[src/rtl/cnt_pkg.sv]
// Shared definitions for the down-counter with prescaler (cnt_down_w_dll).
// Holds the FSM state encoding, the count width and a load-clamp helper.
package cnt_pkg;

    // Width of the count register and the preset port
    localparam int CNT_W = 7;

    // FSM states with fixed encoding
    typedef enum logic [1:0] {
        IDLE  = 2'd0,
        RUN   = 2'd1,
        PAUSE = 2'd2,
        DONE  = 2'd3
    } state_t;

    // Limit a requested preset to the largest loadable value
    function automatic logic [CNT_W-1:0] clamp_load(input logic [CNT_W-1:0] value,
                                                    input logic [CNT_W-1:0] max_value);
        return (value > max_value) ? max_value : value;
    endfunction

endpackage

[src/rtl/tick_gen.sv]
// Prescaler for cnt_down_w_dll: produces a one-cycle clock enable (tick)
// after every 2*(half+1) enabled clk cycles. The counter holds when en is
// low, and clr returns it to zero (clr wins over en).
module tick_gen #(
    parameter int half = 49
) (
    input  logic clk,
    input  logic rst,
    input  logic en,
    input  logic clr,
    output logic tick
);

    localparam int PERIOD = 2 * (half + 1);
    localparam int W      = (PERIOD > 1) ? $clog2(PERIOD) : 1;
    localparam logic [W-1:0] LAST = W'(PERIOD - 1);

    logic [W-1:0] cnt;

    // The tick is a clock enable for the final enabled cycle of each period
    assign tick = en && (cnt == LAST);

    // Count enabled cycles, wrapping back to zero after the last one
    always_ff @(posedge clk or negedge rst) begin
        // NOTE: sequential state uses non-blocking assignments so every register samples pre-edge values.
        if (!rst) begin
            cnt <= '0;
        end else if (clr) begin
            cnt <= '0;
        end else if (en) begin
            cnt <= (cnt == LAST) ? '0 : cnt + W'(1);
        end
    end

endmodule

[src/rtl/cnt_down_w_dll.sv]
// Loadable down-counter with start/pause control and a built-in prescaler.
// out decrements once per prescaler tick while running; reaching zero
// enters DONE and raises expired until the next load or reset.
// Optional feature: define CNT_DOWN_AUTO_RELOAD_EN to make the counter
// reload from the last loaded value one tick after reaching zero, pulsing
// expired for one cycle instead of stopping.
module cnt_down_w_dll
    import cnt_pkg::*;
#(
    parameter int half       = 49,
    parameter int count_from = 60
) (
    input  logic             clk,
    input  logic             rst,
    input  logic             start_stop,
    input  logic             load,
    input  logic [CNT_W-1:0] preset,
    output logic [CNT_W-1:0] out,
    output logic             expired
);

    localparam logic [CNT_W-1:0] MAX_LOAD = CNT_W'(count_from - 1);

    state_t state;
    logic   tick;
    logic   pre_en;
    logic   pre_clr;

`ifdef CNT_DOWN_AUTO_RELOAD_EN
    logic [CNT_W-1:0] reload_reg;
`endif

    // Prescaler advances only while running; a load or a fresh start resets its phase
    assign pre_en  = (state == RUN);
    assign pre_clr = load || ((state == IDLE) && start_stop);

    tick_gen #(
        .half (half)
    ) u_tick_gen (
        .clk  (clk),
        .rst  (rst),
        .en   (pre_en),
        .clr  (pre_clr),
        .tick (tick)
    );

    // Control FSM with registered count and expired flag; load beats ticks and start_stop
    always_ff @(posedge clk or negedge rst) begin
        if (!rst) begin
            state   <= IDLE;
            out     <= '0;
            expired <= 1'b0;
`ifdef CNT_DOWN_AUTO_RELOAD_EN
            reload_reg <= '0;
`endif
        end else if (load) begin
            state   <= IDLE;
            out     <= clamp_load(preset, MAX_LOAD);
            expired <= 1'b0;
`ifdef CNT_DOWN_AUTO_RELOAD_EN
            reload_reg <= clamp_load(preset, MAX_LOAD);
`endif
        end else begin
            // expired is held only in DONE; any other set is a one-edge event below
            expired <= (state == DONE);
            case (state)
                IDLE: begin
                    if (start_stop) begin
                        if (out == '0) begin
                            state   <= DONE;
                            expired <= 1'b1;
                        end else begin
                            state <= RUN;
                        end
                    end
                end
                RUN: begin
`ifdef CNT_DOWN_AUTO_RELOAD_EN
                    if (tick) begin
                        if (out == '0) begin
                            out     <= reload_reg;
                            expired <= 1'b1;
                        end else begin
                            out <= out - CNT_W'(1);
                        end
                    end
                    if (!start_stop) begin
                        state <= PAUSE;
                    end
`else
                    if (tick && ((out == CNT_W'(1)) || (out == '0))) begin
                        out     <= '0;
                        state   <= DONE;
                        expired <= 1'b1;
                    end else begin
                        if (tick) begin
                            out <= out - CNT_W'(1);
                        end
                        if (!start_stop) begin
                            state <= PAUSE;
                        end
                    end
`endif
                end
                PAUSE: begin
                    if (start_stop) begin
                        state <= RUN;
                    end
                end
                DONE: begin
                    state <= DONE;
                end
                default: begin
                    state <= IDLE;
                end
            endcase
        end
    end

endmodule

[config.mk]
export PLATFORM = sky130hd
export DESIGN_NAME = cnt_down_w_dll
export DESIGN_NICKNAME = d
export VERILOG_FILES = /design/src/rtl/cnt_pkg.sv /design/src/rtl/tick_gen.sv /design/src/rtl/cnt_down_w_dll.sv
export SDC_FILE = /design/constraint.sdc
export NUM_CORES = 1
export LEC_CHECK = 0
export ABC_CLOCK_PERIOD_IN_PS = 5900
export CAP_MARGIN = 20
export CORE_UTILIZATION = 50
export DETAILED_ROUTE_END_ITERATION = 7
export PLACE_DENSITY_LB_ADDON = 0.2
export SLEW_MARGIN = 30
export SYNTH_ARGS = -nofsm -noshare
export SYNTH_HDL_FRONTEND = slang
export SYNTH_SLANG_ARGS = --single-unit
[constraint.sdc]
create_clock -name clk -period 5.9 [get_ports clk]
set_clock_uncertainty 0.1 [all_clocks]
set_input_delay 1.18 -clock clk [delete_from_list [all_inputs] [get_ports clk]]
set_output_delay 1.18 -clock clk [all_outputs]
set_load 0.005 [all_outputs]
==> results of run 1 <==
-- flip-flops by register name, indices dropped and copies added, names as in the netlist --
name,count
expired,1
u_tick_gen.cnt,7
state,2
out,7
-- synthesized netlist by cell type (3+ instances only) --
cell type and n:
a211oi_1 3, o21ai_0 9, a21oi_1 3, o221ai_1 3, nor2_1 4, clkbuf_1 3
nand2_1 6, o21a_1 4, nor2b_1 5, and3_1 3, ha_1 3, inv_1 8
dfrtp_1 17
-- stage by stage --
step	hold WS, ns	instance area, um2
2_1_floorplan	0.396	1100
3_3_place_gp	0.415	1280
4_1_cts	0.436	1310
3_5_place_dp	0.421	1280
6_report	0.437	1310
5_1_grt	0.458	1310
-- critical path, delay by kind of cell --
family / cells / cell delay, ns
compound gates: 3 / 0.99
buf+inv: 1 / 0.79
-- per-layer routing --
| metal | track usage (%) | wire [um] |
|---|---|---|
| met5 | 0 | 0 |
| met2 | 35.0 | 1080 |
| met4 | 6.37 | 15 |
| met3 | 2.80 | 108 |
| met1 | 28.0 | 1090 |
-- cells by family (layout without fill, tap and decap cells) --
group | count (synthesis) | after routing
compound gates | 38 | 38
simple gates | 38 | 38
flops | 17 | 17
buf+inv | 14 | 30
fa+ha+maj | 3 | 3
xor+xnor | 1 | 1
-- layout make-up --
cell class / count / area share (%)
multi-input cells: 80 / 46.7
flip-flops and latches: 17 / 32.6
repair buffers: 18 / 13.8
well taps: 27 / 2.59
inverters: 8 / 2.30
clock buffers: 4 / 2.01
-- power by group through the flow --
| stage | combinational (W) | sequential, W | clock [W] |
|---|---|---|---|
| floorplan | 0.0000282 | 0.000132 | 0 |
| global placement | 0.0000474 | 0.000135 | 0 |
| detailed placement | 0.0000484 | 0.000135 | 0 |
| CTS | 0.0000488 | 0.000133 | 0.0000648 |
| global route | 0.0000537 | 0.000134 | 0.0000699 |
| finish | 0.0000484 | 0.000133 | 0.0000637 |
-- path summary, 6_finish.rpt --
check | endpoint | slack [ns] | cells after the start | start
max in group asynchronous | out[2]$_DFFE_PN0P_ | 4.00 | 1 | rst
min in group asynchronous | u_tick_gen.cnt[6]$_DFFE_PN0P_ | 1.23 | 1 | rst
setup reg to reg | out[5]$_DFFE_PN0P_ | 3.88 | 5 | u_tick_gen.cnt[0]$_DFFE_PN0P_
setup / recovery | u_tick_gen.cnt[5]$_DFFE_PN0P_ | 3.05 | 4 | load
hold / removal | out[6]$_DFFE_PN0P_ | 0.44 | 2 | out[6]$_DFFE_PN0P_
hold reg to reg | out[6]$_DFFE_PN0P_ | 0.44 | 2 | out[6]$_DFFE_PN0P_
==> flow_summary_export.csv, run 1 <==
group,metric,value,unit
status,outcome,"finished clean",
detailed_routing,wl_per_cell,14.9,um
layout,final_cell_mix,"clkdlybuf4s50_1, dfrtp_1, o21ai_0",
synth,synth_compound_area_share,27.8,%
pwr,p_seq_share,54.3,%
layout,nNetsFinal,142,
synth,synth_cell_types,44,
sta,finalHoldViolCount,0,
place,dp_cells,150,
pwr,max-vdd-ir-drop,133,uV
worst_setup_path,slowest_stage,"clkdlybuf4s50_1",
sta,setup_tns,0,ns
cts,htree_levels,1,
cts,cts_buffers,3,
global_routing,grt_pass1_vias,899,
worst_setup_path,startpoint_type,"primary input",
layout,fin_util,64.5,%
worst_setup_path,cp_cell_sequence,"clkdlybuf4s50_1 > a2111oi_2 > a41oi_1 > a31oi_1",
synth,netlist_area,0.00110,mm2
global_routing,grt_max_degree,24,
pwr,net-switching-power,0.0000695,W
synth,synthFlopType,"dfrtp_1",
layout,layout_commonest_cell,"clkdlybuf4s50_1",
die,start_util,54.3,%
detailed_routing,avgViaCountPerCell,6.14,
layout,final_cells,154,
synth,yosysTopAreaCellShare,38.8,%
synth,synth-simple-area-share,23.5,%
cts,cts_max_path_buffers,2,
die,core_area,0.00202,mm2
die,die-area,0.00239,mm2
cts,clock_latency,0.29,ns
layout,register_area,425,um2
sta,finalCritPeriodShare,48.3,%
cts,cts-root-buf,"clkbuf_4",
synth,synth_top_family_by_area,"compound AO/OA/AOI/OAI gates",
layout,fillers,172,
worst_setup_path,criticalPathCategory,"in2reg",
cts,post_cts_buffers,0,
worst_setup_path,cp-end-kind,"flip-flop",
sta,maxSlewViolCount,0,
synth,synth_edf_count,0,
synth,synth_xor_area_share,0.798,%
cts,cts_resized,0,
synth,synthCells,111,
pwr,p_sw_share,28.3,%
synth,yosys_register_bits,17,
sta,rsz0062_at_grt,"no",
global_routing,grt_remaining_overflow,0,
worst_setup_path,critPathRequiredTime,6.01,ns
die,chipWidth,48.8,um
pwr,power_frac_comb,19.7,%
global_routing,antenna_found_initial,0,
detailed_routing,ant_nets,0,
layout,n_antenna_cell,0,
synth,synthAdderAreaFrac,3.42,%
layout,multiInputGateArea,609,um2
synth,yosysWarningCount,0,
sta,tightest_slew,0.758,ns
run,cap_violations,0,
pwr,clkPwrFrac,26.0,%
sta,fin_ws,3.05,ns
place,portBuffers,18,
synth,avgSynthCellArea,9.89,um2
place,place_ws,2.78,ns
sta,fin_crit,2.85,ns
cts,cts_sinks,17,
layout,drive_gt1_share,10.2,%
worst_hold_path,hold_class,"reg2reg",
detailed_routing,vias,946,
synth,synth_top_area_cell,"dfrtp_1",
detailed_routing,wl,2290,um
pwr,p_int,0.000176,W
die,num_rows,16,
sta,max_freq,0.351,GHz
synth,synth_area_leaders,"dfrtp_1, o21ai_0, ha_1, o311ai_2, nor2b_1",
worst_setup_path,worstPathArrival,2.96,ns
global_routing,grt_pass1_wl,3950,um
cts,clkTransAtPathRegs,0.10,ns
pwr,p_leak,0.501,nW
place,routabilityCongestion,0.867,
place,hpwl,1630,um
sta,finalSetupViolCount,0,
die,io_pins,19,
cts,cts_hold_buf,0,
sta,relSlewSlack,49.3,%
cts,cts_tree,"built",
pwr,p_per_area,188,mW/mm2
pwr,power.total,0.000245,W
worst_setup_path,slowest_delay,0.79,ns
die,die_h,48.8,um
detailed_routing,first_pass_iters,4,
synth,async_reset_ff_share,100,%
detailed_routing,drt_iter0_drc,31,
worst_setup_path,worstPathMaxFanout,23,
synth,ys_seq_area_share,38.8,%
synth,synth_nets,125,
detailed_routing,drc_errors,0,
synth,synthMuxAreaShare,0,%
global_routing,grt_usage,20.9,%
layout,area.growth.synth_to_final,18.9,%
Note: power is estimated with default switching activity, not from simulation.
==> run 2: changes to the inputs <==
Settings changed: ABC_CLOCK_PERIOD_IN_PS 5900 to 2600, CORE_UTILIZATION 50 to 46.
Clock period 5.9 ns to 2.6 ns, I/O delays scaled along.
==> run 2 against run 1 <==
Against the previous run: clock-buffer cell count did not move; via count rose by 0.53%; worst hold slack worse by 0.0026 ns; cell count is 1.9% higher; routed wire length grew 2.3%; global-route usage up 1.0 points; clock power increased by 130%; combinational power is 130% higher; critical path depth increased by 1; power grew 130%; sequential power is 130% higher; critical path type is now reg2reg; highest routed layer unchanged.
==> flow_summary_export.csv, run 2 (synthesis results as in run 1) <==
group,metric,value,unit
layout,nNetsFinal,144,
detailed_routing,vias,951,
global_routing,grt_pass1_wl,4220,um
layout,final_cell_mix,"clkdlybuf4s50_1, dfrtp_1, o21ai_0",
detailed_routing,ant_nets,0,
layout,drive_gt1_share,11.6,%
detailed_routing,first_pass_iters,4,
worst_setup_path,reg2reg_depth,5,
layout,reg.largest.list,"out (7), u_tick_gen.cnt (7), state (2)",
layout,fillers,215,
cts,cts_sinks,17,
cts,htree_levels,1,
worst_setup_path,critPathBufInv,0,
global_routing,grt_max_degree,18,
pwr,p_per_area,426,mW/mm2
place,portBuffers,18,
worst_setup_path,regToRegEndpoint,"out[5]$_DFFE_PN0P_",
layout,layout_commonest_cell,"clkdlybuf4s50_1",
status,outcome,"finished clean",
place,place_ws,0.417,ns
sta,maxSlewViolCount,0,
worst_setup_path,slowest_stage,"or3_1",
sta,relSlewSlack,46.9,%
detailed_routing,avgViaCountPerCell,6.06,
global_routing,grt_usage,21.9,%
worst_setup_path,worstPathArrival,2.13,ns
sta,finalCritPeriodShare,78.1,%
die,die-area,0.00258,mm2
worst_setup_path,cp-end-kind,"flip-flop",
worst_hold_path,holdPathStages,2,
layout,n_antenna_cell,0,
detailed_routing,wl_per_cell,14.9,um
worst_hold_path,hold_class,"reg2reg",
sta,finalSetupViolCount,0,
sta,finalHoldViolCount,0,
cts,cts_tree,"built",
sta,rsz0062_at_grt,"no",
detailed_routing,wl,2350,um
cts,clock_latency,0.29,ns
sta,fin_ws,0.569,ns
die,chipWidth,50.8,um
worst_setup_path,critPathRequiredTime,2.70,ns
pwr,p_leak,0.511,nW
sta,tightest_slew,0.794,ns
cts,cts_max_path_buffers,2,
cts,cts_hold_buf,0,
cts,cts-root-buf,"clkbuf_4",
cts,cts_resized,0,
worst_setup_path,criticalPathCategory,"reg2reg",
worst_setup_path,rrSetupSlack,0.57,ns
worst_setup_path,cp_cell_sequence,"ha_1 > and4bb_4 > nand3_4 > or3_1 > o41ai_2",
global_routing,grt_remaining_overflow,0,
cts,cts_buffers,3,
place,hpwl,1740,um
global_routing,grt_pass1_vias,942,
sta,max_freq,0.492,GHz
place,routabilityCongestion,0.800,
worst_hold_path,min_from,"out[6]$_DFFE_PN0P_",
worst_setup_path,worstPathMaxFanout,6,
worst_setup_path,startpoint_type,"flip-flop",
layout,area.growth.synth_to_final,20.4,%
cts,clkTransAtPathRegs,0.11,ns
die,start_util,49.1,%
worst_setup_path,reg2reg_from,"u_tick_gen.cnt[0]$_DFFE_PN0P_",
die,core_area,0.00223,mm2
die,num_rows,17,
pwr,max-vdd-ir-drop,307,uV
die,die_h,50.8,um
detailed_routing,drc_errors,0,
sta,fin_crit,2.03,ns
global_routing,antenna_found_initial,0,
worst_setup_path,slowest_delay,0.50,ns
cts,post_cts_buffers,0,
worst_hold_path,min_to,"out[6]$_DFFE_PN0P_",
run,cap_violations,0,
die,io_pins,19,
sta,setup_tns,0,ns
detailed_routing,drt_iter0_drc,13,
worst_setup_path,critical-path-top-delay-family,"simple AND/OR/NAND/NOR gates",
-- run 2: tightest hold or removal path: cells and delay by family, from the launching register on --
family / cells / cell delay, ns
DFF: 1 / 0.41
AOI/OAI and AO/OA: 1 / 0.04
buffers and inverters: 1 / 0.06
-- run 2: routing by layer --
layer  up-vias  routed length, um  global-route usage, %
li1        461                  -                      -
met1       460               1140                   27.4
met2        23               1070                   36.9
met3         7                 75                   2.68
met4         0                 61                   11.1
met5         -                  0                      0
-- run 2: layout make-up --
type                            instances  area, um2  area share (%)
Multi-Input combinational cell         80        609            46.1
Sequential cell                        17        425            32.2
Timing Repair Buffer                   20        195            14.8
Tap cell                               28       35.0            2.65
Inverter                                8       30.0            2.27
Clock buffer                            4       26.3            1.99
-- run 2: worst max-delay path by stage --
| stage | from | end | cells past startpoint | slack, ns |
|---|---|---|---|---|
| final | u_tick_gen.cnt[0]$_DFFE_PN0P_ | out[5]$_DFFE_PN0P_ | 5 | 0.57 |
| after global routing | u_tick_gen.cnt[0]$_DFFE_PN0P_ | out[5]$_DFFE_PN0P_ | 5 | 0.43 |
| after CTS | u_tick_gen.cnt[0]$_DFFE_PN0P_ | out[5]$_DFFE_PN0P_ | 5 | 0.56 |
| after detailed placement | load | u_tick_gen.cnt[5]$_DFFE_PN0P_ | 4 | 0.42 |
| after global placement | load | u_tick_gen.cnt[5]$_DFFE_PN0P_ | 4 | 0.48 |
| after floorplan | u_tick_gen.cnt[0]$_DFFE_PN0P_ | out[5]$_DFFE_PN0P_ | 6 | 0.75 |
-- run 2: power by group --
group          switching [W]  total [W]  internal (W)
sequential         0.0000238   0.000302      0.000278
clock              0.0000883   0.000148     0.0000597
combinational      0.0000497   0.000112     0.0000628
-- run 2: per-stage QoR --
step / instance area, um2 / power, W / cells / utilization, % / hold slack (ns)
floorplan: 1100 / 0.000363 / 111 / - / 0.124
global placement: 1290 / 0.000417 / 153 / 58.0 / 0.414
detailed placement: 1290 / 0.000420 / 153 / 58.0 / 0.420
CTS: 1320 / 0.000564 / 157 / 59.2 / 0.435
global route: 1320 / 0.000589 / 157 / 59.2 / 0.474
finish: 1320 / 0.000563 / 157 / 59.2 / 0.435
==> run 3: changes to the inputs <==
Settings changed: ABC_CLOCK_PERIOD_IN_PS 2600 to 2050, CORE_UTILIZATION 46 to 50.
Clock period 2.6 ns to 2.05 ns, I/O delays scaled along.
==> run 3 against run 2 <==
Against the previous run: setup slack lost 0.41 ns; routed wire length rose by 1.9%; sequential share of layout area decreased by 1.4 points; critical path type unchanged; largest power group unchanged.
==> flow_summary_export.csv, run 3 (synthesis results as in run 1) <==
group,metric,value,unit
status,outcome,"finished clean",
cts,cts_sinks,17,
sta,maxSlewViolCount,0,
die,io_pins,19,
worst_setup_path,criticalPathCategory,"reg2reg",
place,dpl_cell_area,0.00135,mm2
die,core_area,0.00202,mm2
die,die-area,0.00239,mm2
die,start_util,54.3,%
layout,layout_commonest_cell,"clkdlybuf4s50_1",
cts,cts_tree,"built",
layout,final_cells,163,
layout,final_cell_mix,"clkdlybuf4s50_1, dfrtp_1, o21ai_0, buf_4, inv_1",
worst_setup_path,crit_end,"out[5]$_DFFE_PN0P_",
pwr,p_leak,0.550,nW
sta,fin_crit,1.89,ns
worst_setup_path,worstPathArrival,1.97,ns
pwr,power.total,0.000713,W
cts,cts-root-buf,"clkbuf_4",
detailed_routing,avgViaCountPerCell,5.87,
place,routabilityCongestion,0.856,
detailed_routing,wl_per_cell,14.7,um
worst_hold_path,hold_class,"in2async",
global_routing,grt_pass1_wl,4140,um
worst_setup_path,cp-end-kind,"flip-flop",
place,place_ws,0.0823,ns
layout,area.growth.synth_to_final,26.0,%
layout,reg.largest.list,"out (7), u_tick_gen.cnt (7), state (2)",
worst_setup_path,reg2reg_depth,5,
place,hpwl,1820,um
global_routing,grt_pass1_vias,920,
worst_setup_path,worstPathMaxFanout,6,
global_routing,grt_remaining_overflow,0,
layout,n_antenna_cell,0,
sta,relSlewSlack,72.7,%
layout,drive_gt1_share,17.6,%
cts,cts_max_path_buffers,2,
detailed_routing,first_pass_iters,4,
sta,max_freq,0.530,GHz
sta,finalSetupViolCount,0,
die,num_rows,16,
worst_setup_path,startpoint_type,"flip-flop",
layout,final_area,0.00138,mm2
sta,tightest_slew,0.409,ns
layout,nNetsFinal,151,
detailed_routing,wl,2390,um
place,portBuffers,18,
cts,clock_latency,0.28,ns
worst_setup_path,critPathRequiredTime,2.13,ns
pwr,p_per_area,516,mW/mm2
cts,clkTransAtPathRegs,0.10,ns
cts,htree_levels,1,
pwr,max-vdd-ir-drop,378,uV
detailed_routing,drt_iter0_drc,8,
cts,cts_buffers,3,
die,chipWidth,48.8,um
cts,post_cts_buffers,0,
sta,fin_ws,0.164,ns
layout,fillers,156,
detailed_routing,drc_errors,0,
die,die_h,48.8,um
sta,rsz0062_at_grt,"no",
sta,finalCritPeriodShare,92.0,%
worst_setup_path,rrSetupSlack,0.16,ns
run,cap_violations,0,
sta,setup_tns,0,ns
global_routing,antenna_found_initial,0,
place,dp_cells,159,
worst_setup_path,regToRegEndpoint,"out[5]$_DFFE_PN0P_",
detailed_routing,vias,957,
worst_setup_path,reg2reg_from,"u_tick_gen.cnt[0]$_DFFE_PN0P_",
worst_setup_path,cp-startpoint,"u_tick_gen.cnt[0]$_DFFE_PN0P_",
sta,finalHoldViolCount,0,
detailed_routing,ant_nets,0,
global_routing,grt_usage,22.5,%
global_routing,grt_max_degree,18,
[run 3: cell count changes in the layout (fill, tap and decap cells not counted), sizes merged]
| cell | previous run | this run |
|---|---|---|
| buf | 2 | 9 |
[run 3: metal layers]
layer | wire length (um) | GRT usage (%) | vias to the layer above
met5 | 0 | 0 | -
met2 | 1210 | 38.9 | 21
met1 | 1080 | 29.0 | 458
li1 | - | - | 476
met3 | 76 | 3.12 | 2
met4 | 21 | 7.35 | 0
[run 3: stage by stage]
stage | utilization (%) | hold slack [ns]
4_1_cts | 67.9 | 0.348
3_5_place_dp | 66.6 | 0.430
2_1_floorplan | - | 0.0144
6_report | 68.4 | 0.343
5_1_grt | 68.4 | 0.357
3_3_place_gp | 66.6 | 0.410
[run 3: power by group]
group	switching [W]	total (W)	internal, W
registers	0.0000219	0.000375	0.000353
clock network	0.000101	0.000176	0.0000754
logic	0.0000732	0.000162	0.0000892
[run 3: final cells by class]
class | count | area [um2] | area share [%]
clock buffer | 4 | 26.3 | 1.90
inverter | 8 | 30.0 | 2.17
multi-input combinational | 80 | 619 | 44.8
sequential | 17 | 425 | 30.8
tap | 27 | 33.8 | 2.44
timing repair buffer | 27 | 248 | 17.9
[run 3: what timing repair did]
| item | in CTS | in global routing |
|---|---|---|
| resized for setup | 0 | 2 |
| hold buffers | 0 | 0 |
| setup endpoints to repair | 0 | 3 |
[run 3: worst min-delay path by stage]
| stage | start | endpoint | depth (start not counted) |
|---|---|---|---|
| 2_1_floorplan | rst | expired$_DFF_PN0_ | 0 |
| 4_1_cts | rst | u_tick_gen.cnt[6]$_DFFE_PN0P_ | 2 |
| 3_5_place_dp | out[6]$_DFFE_PN0P_ | out[6]$_DFFE_PN0P_ | 2 |
| 5_1_grt | rst | u_tick_gen.cnt[2]$_DFFE_PN0P_ | 2 |
| 6_report | rst | u_tick_gen.cnt[6]$_DFFE_PN0P_ | 2 |
| 3_3_place_gp | out[6]$_DFFE_PN0P_ | out[6]$_DFFE_PN0P_ | 2 |
[run 3: worst max-delay path, cell delays in order, from the launching register on]
cell and delay, ns:
dfrtp_1 0.39, ha_1 0.18, and4bb_4 0.28, nand3_4 0.11, or3_4 0.43, o41ai_2 0.29
